==> src/rtl/uart_rx_pkg.sv <==
// Shared definitions for the UART receive core.
//   rx_state_e     : receive FSM states
//   *_BIT/DATA_LSB : field offsets inside a receive FIFO entry
//   data_bits_eff  : maps the data-width setting to 5..9 (out of range -> 8)
//   char_bits      : full character length in bits (start+data+parity+stop)
package uart_rx_pkg;

  typedef enum logic [2:0] {
    ST_IDLE,
    ST_START,
    ST_DATA,
    ST_PARITY,
    ST_STOP,
    ST_PUSH,
    ST_BRK_WAIT
  } rx_state_e;

  localparam int BRK_BIT  = 0;
  localparam int FE_BIT   = 1;
  localparam int PE_BIT   = 2;
  localparam int DATA_LSB = 3;

  function automatic logic [3:0] data_bits_eff(input logic [3:0] cfg);
    return (cfg >= 4'd5 && cfg <= 4'd9) ? cfg : 4'd8;
  endfunction

  function automatic int unsigned char_bits(input logic [3:0] cfg_data_bits,
                                            input logic       parity_en,
                                            input logic       stop2);
    return 32'd2 + 32'(data_bits_eff(cfg_data_bits)) + 32'(parity_en) + 32'(stop2);
  endfunction

endpackage

==> src/rtl/uart_rx_param_if.sv <==
// Register-block side of the UART receive core.
//   master : register block (drives rf_pop, rx_reset, rx_lsr_mask)
//   slave  : receive core (drives FIFO head/status, timeout, break, busy)
interface uart_rx_param_if #(
  parameter int MAX_DATA_W = 9,
  parameter int FIFO_DEPTH = 16
);
  localparam int CNT_W = $clog2(FIFO_DEPTH) + 1;

  logic                  rf_pop;
  logic                  rx_reset;
  logic                  rx_lsr_mask;
  logic [MAX_DATA_W+2:0] rf_data_out;
  logic [CNT_W-1:0]      rf_count;
  logic                  rf_overrun;
  logic                  rf_error_bit;
  logic                  rx_timeout;
  logic                  rx_break;
  logic                  rx_busy;

  modport master (
    output rf_pop, rx_reset, rx_lsr_mask,
    input  rf_data_out, rf_count, rf_overrun, rf_error_bit, rx_timeout, rx_break, rx_busy
  );

  modport slave (
    input  rf_pop, rx_reset, rx_lsr_mask,
    output rf_data_out, rf_count, rf_overrun, rf_error_bit, rx_timeout, rx_break, rx_busy
  );
endinterface

==> src/rtl/uart_rx_fifo.sv <==
// Receive FIFO with overrun flag and error-entry tracking.
//   clk, rst_n : clock, async active-low reset
//   push/din   : write an entry (dropped and flagged as overrun when full)
//   pop        : remove head (ignored when empty)
//   flush      : synchronous empty, clears error tracking
//   lsr_mask   : clears overrun (wins over a coincident set)
//   dout       : head entry, 0 when empty; count: occupancy
//   error_bit  : some stored entry carries parity/framing/break
module uart_rx_fifo
  import uart_rx_pkg::*;
#(
  parameter int WIDTH = 12,
  parameter int DEPTH = 16
) (
  input  logic                   clk,
  input  logic                   rst_n,
  input  logic                   push,
  input  logic [WIDTH-1:0]       din,
  input  logic                   pop,
  input  logic                   flush,
  input  logic                   lsr_mask,
  output logic [WIDTH-1:0]       dout,
  output logic [$clog2(DEPTH):0] count,
  output logic                   overrun,
  output logic                   error_bit
);
  localparam int AW = $clog2(DEPTH);
  localparam int CW = AW + 1;

  logic [WIDTH-1:0] mem [DEPTH];
  logic [AW-1:0]    wr_ptr, rd_ptr;
  logic [CW-1:0]    err_cnt;
  logic             do_pop, do_push, full, din_err, head_err;

  assign do_pop   = pop && (count != '0);
  assign full     = (count == CW'(DEPTH));
  // A pop in the same cycle frees the slot, so a full FIFO still accepts.
  assign do_push  = push && (!full || do_pop);
  assign din_err  = din[PE_BIT] | din[FE_BIT] | din[BRK_BIT];
  assign head_err = mem[rd_ptr][PE_BIT] | mem[rd_ptr][FE_BIT] | mem[rd_ptr][BRK_BIT];

  // NOTE: state is updated with non-blocking assignments so every register
  // samples the pre-edge values regardless of statement order.
  always_ff @(posedge clk or negedge rst_n) begin
    if (!rst_n) begin
      wr_ptr  <= '0;
      rd_ptr  <= '0;
      count   <= '0;
      err_cnt <= '0;
    end else if (flush) begin
      wr_ptr  <= '0;
      rd_ptr  <= '0;
      count   <= '0;
      err_cnt <= '0;
    end else begin
      if (do_push) wr_ptr <= wr_ptr + AW'(1);
      if (do_pop)  rd_ptr <= rd_ptr + AW'(1);
      count   <= count + CW'(do_push) - CW'(do_pop);
      err_cnt <= err_cnt + CW'(do_push && din_err) - CW'(do_pop && head_err);
    end
  end

  // NOTE: the storage array has no reset; only pointers and counts do, and
  // the head output is forced to 0 while empty so no stale data escapes.
  always_ff @(posedge clk) begin
    if (do_push && !flush) mem[wr_ptr] <= din;
  end

  always_ff @(posedge clk or negedge rst_n) begin
    if (!rst_n)                       overrun <= 1'b0;
    else if (lsr_mask)                overrun <= 1'b0;
    else if (push && !do_push && !flush) overrun <= 1'b1;
  end

  assign dout      = (count != '0) ? mem[rd_ptr] : '0;
  assign error_bit = (err_cnt != '0);

endmodule

==> src/rtl/uart_rx_param.sv <==
// Parametrised UART receive core (16550-compatible).
//   clk, wb_rst_ni : clock, async active-low reset
//   enable         : one-clk oversample tick
//   srx_pad_i      : serial input, idle high
//   cfg_*          : data bits (5..9), parity enable/even/stick, two stop bits
//   rb (slave)     : FIFO head/count/status, timeout, break, busy; pop,
//                    flush and LSR-mask controls from the register block
// Optional build macro UART_RX_MAJORITY_EN: each sample point becomes a
// 2-of-3 vote over ticks mid-1, mid, mid+1.
module uart_rx_param
  import uart_rx_pkg::*;
#(
  parameter int OVERSAMPLE    = 16,
  parameter int MAX_DATA_W    = 9,
  parameter int FIFO_DEPTH    = 16,
  parameter int TIMEOUT_CHARS = 4
) (
  input  logic       clk,
  input  logic       wb_rst_ni,
  input  logic       enable,
  input  logic       srx_pad_i,
  input  logic [3:0] cfg_data_bits,
  input  logic       cfg_parity_en,
  input  logic       cfg_even_parity,
  input  logic       cfg_stick_parity,
  input  logic       cfg_stop2,
  uart_rx_param_if.slave rb
);
  localparam int CNT_W    = $clog2(OVERSAMPLE);
  localparam int IDX_W    = $clog2(MAX_DATA_W);
  localparam int ENTRY_W  = MAX_DATA_W + 3;
  localparam int TOUT_MAX = TIMEOUT_CHARS * 13 * OVERSAMPLE;
  localparam int TOUT_W   = $clog2(TOUT_MAX + 1);

`ifdef UART_RX_MAJORITY_EN
  // The vote needs the tick after mid-bit, so every sample point slips one tick.
  localparam logic [CNT_W-1:0] START_LOAD = CNT_W'(OVERSAMPLE/2);
`else
  localparam logic [CNT_W-1:0] START_LOAD = CNT_W'(OVERSAMPLE/2 - 1);
`endif
  localparam logic [CNT_W-1:0] BIT_LOAD = CNT_W'(OVERSAMPLE - 1);

  rx_state_e             state_q, state_d;
  logic [CNT_W-1:0]      cnt_q;
  logic [IDX_W-1:0]      idx_q;
  logic [MAX_DATA_W-1:0] sr_q;
  logic                  par_q, pe_q, fe_q, brk_q;
  logic                  rx_break_q;
  logic [TOUT_W-1:0]     tout_q, tout_reload;
  logic [ENTRY_W-1:0]    entry;
  logic                  sample, cnt_zero, last_bit, exp_par, rf_push, pop_eff;

`ifdef UART_RX_MAJORITY_EN
  logic [1:0] hist_q;
  always_ff @(posedge clk or negedge wb_rst_ni) begin
    if (!wb_rst_ni)  hist_q <= 2'b11;
    else if (enable) hist_q <= {hist_q[0], srx_pad_i};
  end
  assign sample = (hist_q[1] & hist_q[0]) | (hist_q[1] & srx_pad_i) | (hist_q[0] & srx_pad_i);
`else
  assign sample = srx_pad_i;
`endif

  assign cnt_zero = (cnt_q == '0);
  assign last_bit = (32'(idx_q) + 32'd1) == 32'(data_bits_eff(cfg_data_bits));
  // Unused upper data bits are 0, so the reduction covers only real data.
  assign exp_par  = cfg_stick_parity ? ~cfg_even_parity : ((^sr_q) ^ ~cfg_even_parity);

  // FSM state register
  always_ff @(posedge clk or negedge wb_rst_ni) begin
    if (!wb_rst_ni) state_q <= ST_IDLE;
    else            state_q <= state_d;
  end

  // FSM next state
  // NOTE: state_d gets a default before the case so no path leaves it
  // unassigned, which would otherwise infer a latch.
  always_comb begin
    state_d = state_q;
    unique case (state_q)
      ST_IDLE:     if (enable && !srx_pad_i) state_d = ST_START;
      ST_START:    if (enable && cnt_zero)   state_d = sample ? ST_IDLE : ST_DATA;
      ST_DATA:     if (enable && cnt_zero && last_bit)
                     state_d = cfg_parity_en ? ST_PARITY : ST_STOP;
      ST_PARITY:   if (enable && cnt_zero)   state_d = ST_STOP;
      ST_STOP:     if (enable && cnt_zero)   state_d = ST_PUSH;
      ST_PUSH:     state_d = brk_q ? ST_BRK_WAIT : ST_IDLE;
      ST_BRK_WAIT: if (enable && srx_pad_i)  state_d = ST_IDLE;
      default:     state_d = ST_IDLE;
    endcase
  end

  // FSM outputs
  always_comb begin
    rf_push    = (state_q == ST_PUSH);
    rb.rx_busy = (state_q != ST_IDLE);
  end

  // Bit timing and character assembly
  always_ff @(posedge clk or negedge wb_rst_ni) begin
    if (!wb_rst_ni) begin
      cnt_q <= START_LOAD;
      idx_q <= '0;
      sr_q  <= '0;
      par_q <= 1'b0;
      pe_q  <= 1'b0;
      fe_q  <= 1'b0;
      brk_q <= 1'b0;
    end else if (enable) begin
      unique case (state_q)
        ST_IDLE: cnt_q <= START_LOAD;
        ST_START:
          if (cnt_zero) begin
            cnt_q <= BIT_LOAD;
            idx_q <= '0;
            sr_q  <= '0;
            par_q <= 1'b0;
            pe_q  <= 1'b0;
            fe_q  <= 1'b0;
            brk_q <= 1'b0;
          end else cnt_q <= cnt_q - CNT_W'(1);
        ST_DATA:
          if (cnt_zero) begin
            cnt_q       <= BIT_LOAD;
            sr_q[idx_q] <= sample;
            idx_q       <= idx_q + IDX_W'(1);
          end else cnt_q <= cnt_q - CNT_W'(1);
        ST_PARITY:
          if (cnt_zero) begin
            cnt_q <= BIT_LOAD;
            par_q <= sample;
            pe_q  <= sample ^ exp_par;
          end else cnt_q <= cnt_q - CNT_W'(1);
        ST_STOP:
          if (cnt_zero) begin
            cnt_q <= START_LOAD;
            fe_q  <= ~sample;
            brk_q <= (sr_q == '0) && (!cfg_parity_en || !par_q) && !sample;
          end else cnt_q <= cnt_q - CNT_W'(1);
        default: ;
      endcase
    end
  end

  always_comb begin
    entry                         = '0;
    entry[ENTRY_W-1:DATA_LSB]     = sr_q;
    entry[PE_BIT]                 = pe_q;
    entry[FE_BIT]                 = fe_q;
    entry[BRK_BIT]                = brk_q;
  end

  uart_rx_fifo #(
    .WIDTH (ENTRY_W),
    .DEPTH (FIFO_DEPTH)
  ) u_fifo (
    .clk       (clk),
    .rst_n     (wb_rst_ni),
    .push      (rf_push),
    .din       (entry),
    .pop       (rb.rf_pop),
    .flush     (rb.rx_reset),
    .lsr_mask  (rb.rx_lsr_mask),
    .dout      (rb.rf_data_out),
    .count     (rb.rf_count),
    .overrun   (rb.rf_overrun),
    .error_bit (rb.rf_error_bit)
  );

  // Sticky break flag; the mask clear wins over a coincident break push.
  always_ff @(posedge clk or negedge wb_rst_ni) begin
    if (!wb_rst_ni)            rx_break_q <= 1'b0;
    else if (rb.rx_lsr_mask)   rx_break_q <= 1'b0;
    else if (rf_push && brk_q) rx_break_q <= 1'b1;
  end
  assign rb.rx_break = rx_break_q;

  // Character timeout: restarts on any FIFO activity or while empty.
  assign pop_eff     = rb.rf_pop && (rb.rf_count != '0);
  assign tout_reload = TOUT_W'(TIMEOUT_CHARS * char_bits(cfg_data_bits, cfg_parity_en, cfg_stop2) * OVERSAMPLE);

  always_ff @(posedge clk or negedge wb_rst_ni) begin
    if (!wb_rst_ni)                                    tout_q <= TOUT_W'(TOUT_MAX);
    else if (rf_push || pop_eff || rb.rf_count == '0)  tout_q <= tout_reload;
    else if (enable && tout_q != '0)                   tout_q <= tout_q - TOUT_W'(1);
  end

  assign rb.rx_timeout = (tout_q == '0) && (rb.rf_count != '0);

endmodule

==> src/flat_wrapper.sv <==
// flat-port wrapper written by rule: the top's interface ports become plain ports
module uart_rx_param_flat import uart_rx_pkg::*;
#(
  parameter int OVERSAMPLE    = 16,
  parameter int MAX_DATA_W    = 9,
  parameter int FIFO_DEPTH    = 16,
  parameter int TIMEOUT_CHARS = 4
)
  (clk, wb_rst_ni, enable, srx_pad_i, cfg_data_bits, cfg_parity_en, cfg_even_parity, cfg_stick_parity, cfg_stop2, rb_rf_pop, rb_rx_reset, rb_rx_lsr_mask, rb_rf_data_out, rb_rf_count, rb_rf_overrun, rb_rf_error_bit, rb_rx_timeout, rb_rx_break, rb_rx_busy);
  uart_rx_param_if #(.MAX_DATA_W(MAX_DATA_W), .FIFO_DEPTH(FIFO_DEPTH)) rb_i ();
  input  logic clk;
  input  logic wb_rst_ni;
  input  logic enable;
  input  logic srx_pad_i;
  input  logic [3:0] cfg_data_bits;
  input  logic cfg_parity_en;
  input  logic cfg_even_parity;
  input  logic cfg_stick_parity;
  input  logic cfg_stop2;
  input wire logic [$bits(rb_i.rf_pop)-1:0] rb_rf_pop;
  input wire logic [$bits(rb_i.rx_reset)-1:0] rb_rx_reset;
  input wire logic [$bits(rb_i.rx_lsr_mask)-1:0] rb_rx_lsr_mask;
  output wire logic [$bits(rb_i.rf_data_out)-1:0] rb_rf_data_out;
  output wire logic [$bits(rb_i.rf_count)-1:0] rb_rf_count;
  output wire logic [$bits(rb_i.rf_overrun)-1:0] rb_rf_overrun;
  output wire logic [$bits(rb_i.rf_error_bit)-1:0] rb_rf_error_bit;
  output wire logic [$bits(rb_i.rx_timeout)-1:0] rb_rx_timeout;
  output wire logic [$bits(rb_i.rx_break)-1:0] rb_rx_break;
  output wire logic [$bits(rb_i.rx_busy)-1:0] rb_rx_busy;
  assign rb_i.rf_pop = rb_rf_pop;
  assign rb_i.rx_reset = rb_rx_reset;
  assign rb_i.rx_lsr_mask = rb_rx_lsr_mask;
  assign rb_rf_data_out = rb_i.rf_data_out;
  assign rb_rf_count = rb_i.rf_count;
  assign rb_rf_overrun = rb_i.rf_overrun;
  assign rb_rf_error_bit = rb_i.rf_error_bit;
  assign rb_rx_timeout = rb_i.rx_timeout;
  assign rb_rx_break = rb_i.rx_break;
  assign rb_rx_busy = rb_i.rx_busy;
  uart_rx_param #(.OVERSAMPLE(OVERSAMPLE), .MAX_DATA_W(MAX_DATA_W), .FIFO_DEPTH(FIFO_DEPTH), .TIMEOUT_CHARS(TIMEOUT_CHARS)) u_core (.clk(clk), .wb_rst_ni(wb_rst_ni), .enable(enable), .srx_pad_i(srx_pad_i), .cfg_data_bits(cfg_data_bits), .cfg_parity_en(cfg_parity_en), .cfg_even_parity(cfg_even_parity), .cfg_stick_parity(cfg_stick_parity), .cfg_stop2(cfg_stop2), .rb(rb_i));
endmodule
==> config.mk <==
export PLATFORM = sky130hd
export DESIGN_NAME = uart_rx_param_flat
export DESIGN_NICKNAME = d
export VERILOG_FILES = /design/src/rtl/uart_rx_pkg.sv /design/src/rtl/uart_rx_param_if.sv /design/src/rtl/uart_rx_fifo.sv /design/src/rtl/uart_rx_param.sv /design/src/flat_wrapper.sv
export SDC_FILE = /design/constraint.sdc
export NUM_CORES = 1
export LEC_CHECK = 0
export BUFFER_PORTS_ARGS = -buffer_cell sky130_fd_sc_hd__clkbuf_2
export CAP_MARGIN = 20
export CORE_ASPECT_RATIO = 1.25
export CORE_UTILIZATION = 50
export DETAILED_ROUTE_END_ITERATION = 8
export PLACE_DENSITY = 0.75
export SYNTH_ARGS = -nofsm -noshare
export SYNTH_HDL_FRONTEND = slang
export SYNTH_SLANG_ARGS = --single-unit
==> constraint.sdc <==
create_clock -name clk -period 4 [get_ports clk]
set_input_delay 0.8 -clock clk [delete_from_list [all_inputs] [get_ports clk]]
set_output_delay 0.8 -clock clk [all_outputs]
set_load 0.03 [all_outputs]
==> reports/summary.md, run 1 <==
The run finished with clean final reports. The maximum VDD drop is 0.366 mV. The post-layout worst setup margin is 0.182 ns. Clock tree synthesis inserted a total of 25 buffers.

The first global-routing pass estimated 35500 um of wire. TritonCTS built the clock tree. After clock tree synthesis, the flow added hold-fix buffers numbering 0. Deepest level of the CTS H-tree: 1.

After floorplanning, the core was sized to cover 21500 um2. Clock latency on the worst-skew pair, taken at its later pin, is 0.51 ns. The sequential-to-total area share from yosys stat is 65.4%. The fraction of the core area covered by cells at the end of the flow came out at 57.2%. For the portion of total power attributed to combinational logic, the log shows 27.1%.

The register-to-register setup slack is 0.56 ns. Compared with the post-synthesis result, the final layout area differs by 12.7%. Clock tree synthesis selected as its root buffer the cell sky130_fd_sc_hd__clkbuf_16. Max-cap violations in this run came to 0. For the final routed database, the setup TNS stands at 0 ns. The number of global-route vias before repair is 6408. The logs give 262 MHz for the timing-limited maximum frequency and 0 for the post-detailed-route DRC marker count. The critical path is of the reg2out type.

Counting every sink on the clock net gives 246. By area the synthesized netlist is led by sky130_fd_sc_hd__edfxtp_1 (53%), sky130_fd_sc_hd__mux4_2 (12%), sky130_fd_sc_hd__dfrtp_1 (11%), sky130_fd_sc_hd__ha_1 (3.2%), sky130_fd_sc_hd__nor2_1 (2.0%). The setup-violating endpoint count in the final report is 0. The logs give 0.00230 W for the net switching power figure and 0 for the number of max-slew violations in the final report. In this run the vertical extent of the chip is 167 um. In this run the mean area of a mapped cell was 15.3 um2. Post-CTS timing repair inserted 0 buffers for setup. The class of the tightest hold or removal check was in2async. The die is 134 um wide. The vias after detailed routing came out at 6284. For this design the static power due to leakage is 4.43 nW. Prior to clock tree synthesis, the placed netlist has a worst setup slack of 0.528 ns. In this run the tightest slew margin relative to its limit is 42.2%. Setup repair after global routing left no endpoint under its margin. Global routing used 21.0% of the available tracks across all layers. In this run, synthesis produced a sequential element count of 246. The per-cell via count in the routed design is 5.88, and the setup clock skew after layout is 0.00784 ns. The cell with the largest stage delay on the worst path is sky130_fd_sc_hd__dfrtp_2. The tools report the placed wire-length estimate as 14800 um. For this configuration, the core starts out at a cell density of 50.7%. The die covers 22400 um2.

The remaining antenna violation count is 0, and the number of antenna violations at the first check in global routing is 0. Initial detailed-routing violation count: 542. Summed over all layers, the global routing overflow is 0.

The synthesized area is 10900 um2. The routed design has 22800 um of wire. STA puts the critical path data arrival time at 3.02 ns.

Entering global routing, the biggest net connects 36 pins. The cell seen most often among critical-path stages was sky130_fd_sc_hd__mux4_2. Dividing the final minimum period by the clock period gives 95.5%. The number of gates resized after CTS came out at 1. The largest total area in the synthesized netlist belongs to sky130_fd_sc_hd__edfxtp_1. The async set or reset register ratio after synthesis is 22.0%, and the number of synthesized flops with an enable pin is 192.

Of all nets on the critical path, the largest fanout is 23. The synthesized netlist contains 57 unique library cells. The average detailed-routed wire length per instance is 21.3 um, and the count of placed standard cells including taps is 1024. Cell internal power was estimated by the tool at 0.00503 W.

Measured slew at the worst slew-check pin: 0.867 ns. In this run the count of I/O pins placed on the die edge is 37. The share of total power dissipated in the clock network is 29.2%.

The clock transition at the registers of the reported paths came out at 0.06 ns. The first TritonRoute pass finished after 5 iterations. Top-area cell type share of the netlist area: 52.9%. The diode insertion count for antenna repair was 0.

On the worst path, the slowest cell contributes a delay of 0.71 ns. The dominant register cell in the synthesized netlist is sky130_fd_sc_hd__edfxtp_1. The required time at the worst-slack endpoint was 3.20 ns; the final period demand of the worst path was 3.82 ns. The floorplan row count is 60. The count of final hold-check violations was 0; the routability congestion estimate was 0.817. The worst setup path is captured at an output port.

The total of buffers placed on input and output ports was 36. The share of total power dissipated in sequential elements is 43.7%. The number of nets in the synthesized netlist is 760.

At the end of the flow, the number of nets in the layout was 818. The final non-filler cell total came out at 1068. The worst setup path is launched from a flop. The buffer depth of the longest clock path is 3. For the total power consumption of the routed design, the log shows 0.00733 W. Yosys printed 0 warnings. Of the cells placed in the final design, the portion with a size suffix greater than 1 is 22.2%.

The switching power as a share of total power is 31.4%, and the cell count after synthesis is 714. The power density of the placed cells is 597 nW/um2. The critical path goes through buf_6 -> mux4_2 -> mux4_2 -> nor2b_1 -> clkbuf_2.
==> path summary, 6_finish.rpt <==
path | startpoint | end | depth (start not counted)
setup / recovery | u_core.u_fifo.rd_ptr[0]$_DFFE_PN0P_ | rb_rf_data_out[3] | 5
hold / removal | wb_rst_ni | u_core.tout_q[3]$_DFFE_PN0P_ | 1
setup reg to reg | u_core.u_fifo.rd_ptr[0]$_DFFE_PN0P_ | u_core.u_fifo.err_cnt[4]$_DFF_PN0_ | 14
hold reg to reg | u_core.par_q$_DFFE_PN0P_ | u_core.par_q$_DFFE_PN0P_ | 2
max in group asynchronous | wb_rst_ni | u_core.idx_q[3]$_DFFE_PN0P_ | 2
min in group clk | rb_rx_lsr_mask | u_core.rb.rx_break$_DFFE_PN0P_ | 2
==> kinds of logic (layout without fill, tap and decap cells) <==
kind of cell	Yosys count	after routing	share of synthesized area, %
buffers and inverters	72	147	2.64
xor gates and xnor gates	29	29	2.46
DFF	246	246	65.4
adders and majority gates	32	32	3.86
muxes	61	61	12.2
and+or+nand+nor	190	190	8.80
AOI/OAI and AO/OA	84	84	4.65
==> metal layers <==
| layer | share of wire [%] | GRT usage [%] | up-vias |
|---|---|---|---|
| li1 | - | - | 2815 |
| met1 | 38 | 27.0 | 3190 |
| met2 | 53 | 36.8 | 238 |
| met3 | 6.5 | 2.31 | 41 |
| met4 | 2.8 | 7.87 | 0 |
| met5 | 0 | 0 | - |
==> Yosys cell counts (all sizes together) (10+ instances only) <==
library cell,instances
xor2,14
nor2,57
nor3,10
mux4,57
clkbuf,19
dfrtp,48
a21oi,25
nand3,11
buf,15
o21ai,27
inv,38
nand2,47
xnor2,14
edfxtp,192
nor2b,18
ha,28
==> flip-flops by register name, summed over array words and instances, names as in the netlist <==
register and count:
u_core.par_q 1, u_core.u_fifo.wr_ptr 4, u_core.u_fifo.mem 192, u_core.tout_q 10, u_core.sr_q 9, u_core.rb.rx_break 1, u_core.u_fifo.err_cnt 5, u_core.u_fifo.rd_ptr 4
u_core.state_q 3, u_core.cnt_q 4, u_core.u_fifo.overrun 1, u_core.brk_q 1, u_core.pe_q 1, u_core.fe_q 1, u_core.u_fifo.count 5, u_core.idx_q 4
==> per-stage QoR <==
stage	cell area [um2]	hold slack, ns
6_report	12300	0.395
5_1_grt	12300	0.458
4_1_cts	12300	0.412
3_5_place_dp	11500	0.471
3_3_place_gp	11500	0.470
2_1_floorplan	10900	0.451
==> final cells by class <==
type / count / area [um2]
Timing Repair Buffer: 65 / 402
Tap cell: 279 / 349
Multi-Input combinational cell: 396 / 3510
Fill cell: 1686 / 9190
Sequential cell: 246 / 7130
Clock inverter: 13 / 103
Clock buffer: 31 / 648
Inverter: 38 / 143
==> power groups by stage <==
stage	clock, W	sequential [W]	combinational, W
2_1_floorplan	0	0.00316	0.00155
3_3_place_gp	0	0.00322	0.00191
3_5_place_dp	0	0.00325	0.00198
4_1_cts	0.00218	0.00320	0.00201
5_1_grt	0.00228	0.00323	0.00218
6_report	0.00214	0.00320	0.00198
==> cell usage in the layout (no fill, tap or decap), types with 3 or more instances in the layout <==
cell / count
sky130_fd_sc_hd__edfxtp_1: 192
sky130_fd_sc_hd__nor2_1: 57
sky130_fd_sc_hd__mux4_2: 57
sky130_fd_sc_hd__nand2_1: 47
sky130_fd_sc_hd__dfrtp_1: 46
sky130_fd_sc_hd__inv_1: 38
sky130_fd_sc_hd__clkbuf_2: 36
sky130_fd_sc_hd__ha_1: 28
sky130_fd_sc_hd__buf_4: 28
sky130_fd_sc_hd__o21ai_0: 27
sky130_fd_sc_hd__a21oi_1: 25
sky130_fd_sc_hd__clkbuf_16: 25
sky130_fd_sc_hd__nor2b_1: 18
sky130_fd_sc_hd__xnor2_1: 14
sky130_fd_sc_hd__xor2_1: 14
sky130_fd_sc_hd__nand3_1: 11
sky130_fd_sc_hd__and3_1: 6
sky130_fd_sc_hd__nor3_1: 6
sky130_fd_sc_hd__o211ai_1: 6
sky130_fd_sc_hd__clkbuf_1: 6
sky130_fd_sc_hd__dfstp_2: 6
sky130_fd_sc_hd__nand3b_1: 5
sky130_fd_sc_hd__nor3b_1: 5
sky130_fd_sc_hd__nand2b_1: 5
sky130_fd_sc_hd__clkinv_1: 5
sky130_fd_sc_hd__a22oi_1: 4
sky130_fd_sc_hd__a31oi_1: 4
sky130_fd_sc_hd__nor3_2: 4
sky130_fd_sc_hd__or3_1: 4
sky130_fd_sc_hd__nand4_1: 4
sky130_fd_sc_hd__or3b_2: 3
sky130_fd_sc_hd__o31ai_1: 3
sky130_fd_sc_hd__mux2i_1: 3
sky130_fd_sc_hd__a211oi_1: 3
sky130_fd_sc_hd__fa_1: 3
==> critical path: cells and delay by family, from the launching register on <==
kind | cells | cell delay, ns
mux | 2 | 1.05
flops | 1 | 0.71
buf+inv | 2 | 0.57
simple gates | 1 | 0.15
Note: power is estimated with default switching activity, not from simulation.
==> run 2, diff against run 1 <==
Settings changed: PLACE_DENSITY 0.75 to 0.76.
==> run 2 against run 1 <==
  * Total power increased by 5.3%
  * Sequential share of layout area decreased by 0.93 points
  * Cell count increased by 0.47%
  * Register-to-register slack improved by 0.09 ns
  * Die area unchanged
  * Largest cell class unchanged
==> reports/summary.md, run 2 (synthesized netlist as in run 1, its figures left out) <==
The run finished with clean final reports. The number of clock buffers inserted by TritonCTS was 24 (-4.0%); the total die area was 22400 um2 (unchanged). The required time at the worst-slack endpoint came out at 3.20 ns (about the same). The chip height is 167 um (unchanged), and the clock transition at the registers of the reported paths is 0.06 ns (about the same). The number of buffers inserted by hold repair at cts is 0 (unchanged), and the deepest level of the CTS H-tree is 1 (unchanged). The setup clock skew after layout is 0.0128 ns (+0.00500 ns), and the starting density of the core is 50.7% (unchanged).

The tools report the register-to-register setup slack as 0.65 ns (+0.09 ns). The tools report the diode insertion count for antenna repair as 0 (unchanged). STA classifies the critical path startpoint as a flop. The measured slew at the worst slew-check pin is 0.818 ns (-0.0494 ns), and the layout cell share with drive strength beyond 1 is 23.8% (+1.6 points). The run gives 14500 um (-2.1%) as the placed wire-length estimate. The worst relative slew slack was 45.4% (+3.2 points). The tools report the static leakage power as 4.54 nW (+2.5%). In the layout the commonest cells are sky130_fd_sc_hd__edfxtp_1 (192), sky130_fd_sc_hd__nor2_1 (57), sky130_fd_sc_hd__mux4_2 (57). The tightest min-delay check is of the in2async type.

The leading cell type in the layout, fill and taps excluded was sky130_fd_sc_hd__edfxtp_1. The met1 layer usage reported by global route came out at 26.3% (-0.63 points). The run gives 6188 (-1.5%) as the vias after detailed routing. Setup repair after global routing left no endpoint under its margin. The run gives 60 (unchanged) as the floorplan row count. The startpoint identified for the worst register-to-register timing path is u_core.u_fifo.rd_ptr[0]$_DFFE_PN0P_. The run gives 0 (unchanged) as the aggregate global routing overflow. The average detailed-routed wire length per instance works out to 21.1 um (-0.99%). The number of gates resized after CTS came out at 0 (-1).

The largest registers in the layout are u_core.u_fifo.mem: 192 flops, u_core.tout_q: 10 flops, u_core.sr_q: 9 flops. The largest individual stage delay along the critical path comes from the cell sky130_fd_sc_hd__dfrtp_4. The run gives 1029 (+0.49%) as the count of placed standard cells including taps. The tools report the clock tree root buffer cell as sky130_fd_sc_hd__clkbuf_16. The part of the cycle the worst path needs is 94.9% (-0.53 points), and the routability congestion estimate is 0.777 (-4.9%). The logic depth of the worst register-to-register path was 14 (unchanged). The global routing stage identified its most utilized layer as met2. Number of antenna violations at the first check in global routing: 0 (unchanged). The core area came out at 21500 um2 (unchanged). TritonCTS built the clock tree. The final period demand of the worst path came out at 3.80 ns (-0.0210 ns). The critical path in this run is classified as reg2out. The maximum single-stage delay on the critical path was 0.67 ns (-0.04 ns).

The logs give 6289 (-1.9%) for the number of global-route vias before repair and 0.00772 W (+5.3%) for the total power consumption of the routed design. The remaining antenna violation count was 0 (unchanged); the arrival time reported for the critical path endpoint was 3.00 ns (-0.02 ns). In this run the critical register-to-register path is captured at u_core.u_fifo.err_cnt[4]$_DFF_PN0_. The critical-path maximum fanout was 20 (-13%); the maximum VDD drop was 0.431 mV (+18%). Number of buffers and inverters on the critical path: 2 (unchanged). The cell seen most often among critical-path stages was sky130_fd_sc_hd__mux4_2.

The pin count of the biggest net entering global routing is 42 (+17%). More flip-flops sit in one register than any other, and that register is u_core.u_fifo.mem. The per-cell via count in the routed design was 5.77 (-2.0%).

The tools report the type of destination of the critical path as an output port. The power density of the placed cells was 618 nW/um2 (+3.6%). The fill cell total of the finished layout was 1663 (-1.4%). The global routing met2 resource utilization came out at 37.8% (+1.0 points). For the global-route track usage on met3, the log shows 2.31% (unchanged).

For the number of violations of the max-capacitance limit, the log shows 0 (unchanged). The setup-violating endpoint count in the final report was 0 (unchanged). The relative area change from synthesis to final layout is 14.6%.

The logs give 348 (-36%) for the initial detailed-routing violation count and 3510 um2 (unchanged) for the area of combinational cells with multiple inputs. The buffer depth of the longest clock path came out at 3 (unchanged). Timing-limited maximum frequency: 263 MHz (+0.55%). The total I/O pin count is 37 (unchanged), and the setup total negative slack is 0 ns (unchanged). The area taken by flip-flops and latches is 7130 um2 (about the same), and the total of buffers placed on input and output ports is 36 (unchanged).

The die width was 134 um (unchanged); the number of nets in the final layout was 822 (+0.49%). For the count of clock tree sinks, the log shows 246 (unchanged). The routed wire length was 22700 um (-0.53%).

The flip-flop count of the largest register, all copies and words added was 192 (unchanged); the setup fix buffers added after clock tree synthesis was 0 (unchanged). The post-detailed-route DRC marker count was 0 (unchanged); the clock latency on the worst-skew pair was 0.52 ns (about the same). Number of max-slew violations in the final report: 0 (unchanged). Grouping stages by cell kind, the critical path spends the most delay in multiplexers.

For the first-pass GRT wire length, the log shows 35400 um (-0.35%). The fraction of the core area covered by cells at the end of the flow is 58.1% (+0.95 points), and the count of final hold-check violations is 0 (unchanged). Walking the worst path, the cells encountered are buf_4 -> mux4_2 -> mux4_2 -> nor2b_1 -> clkbuf_2. The logs give 21.1% (+0.11 points) for the total track usage and 1073 (+0.47%) for the final non-filler cell total. The detailed-routing iteration count for the pre-antenna-repair pass was 4 (-1).
[run 2: worst reg2reg max path: cells and delay by family, from the launching register on]
family	cells	cell delay, ns
multiplexers	1	0.56
adder cells (fa/ha/maj)	3	0.67
flip-flops	1	0.67
AO/OA/AOI/OAI	4	0.61
AND/OR/NAND/NOR	3	0.60
buffers and inverters	3	0.16
[run 2: worst max-delay path by stage]
stage | start | endpoint | cells past startpoint
after floorplan | u_core.u_fifo.rd_ptr[0]$_DFFE_PN0P_ | u_core.u_fifo.err_cnt[4]$_DFF_PN0_ | 16
after global placement | u_core.u_fifo.rd_ptr[0]$_DFFE_PN0P_ | rb_rf_data_out[5] | 5
after detailed placement | u_core.u_fifo.rd_ptr[0]$_DFFE_PN0P_ | u_core.u_fifo.err_cnt[4]$_DFF_PN0_ | 14
after CTS | u_core.u_fifo.rd_ptr[0]$_DFFE_PN0P_ | rb_rf_data_out[4] | 5
after global routing | u_core.u_fifo.rd_ptr[0]$_DFFE_PN0P_ | rb_rf_data_out[4] | 5
final | u_core.u_fifo.rd_ptr[0]$_DFFE_PN0P_ | rb_rf_data_out[4] | 5
[run 2: area by class of cell]
type / count / area share [%]
clock buffers: 29 / 5.37
clock inverters: 15 / 1.98
inverters: 38 / 1.14
multi-input cells: 396 / 28.1
flip-flops and latches: 246 / 57.1
well taps: 279 / 2.80
repair buffers: 70 / 3.49
[run 2: through the flow]
step                area, um2  setup WS, ns  hold slack [ns]
floorplan               10900         0.805            0.451
CTS                     12500         0.143            0.195
finish                  12500         0.203            0.186
detailed placement      11600         0.667            0.471
global route            12500        0.0488            0.206
global placement        11600         0.728            0.467
[run 2: routing by layer]
metal,vias up,part of all wire [%]
met3,53,4.4
met5,-,0
met4,0,3.2
met1,3140,39
met2,180,53
li1,2815,-
[run 2: power breakdown]
| part | leakage (nW) | total [W] | switching, W | internal, W |
|---|---|---|---|---|
| Combinational | 1.61 | 0.00194 | 0.00109 | 0.000852 |
| Clock | 0.443 | 0.00258 | 0.000981 | 0.00159 |
| Sequential | 2.48 | 0.00320 | 0.000255 | 0.00294 |
| Total | 4.54 | 0.00772 | 0.00233 | 0.00539 |
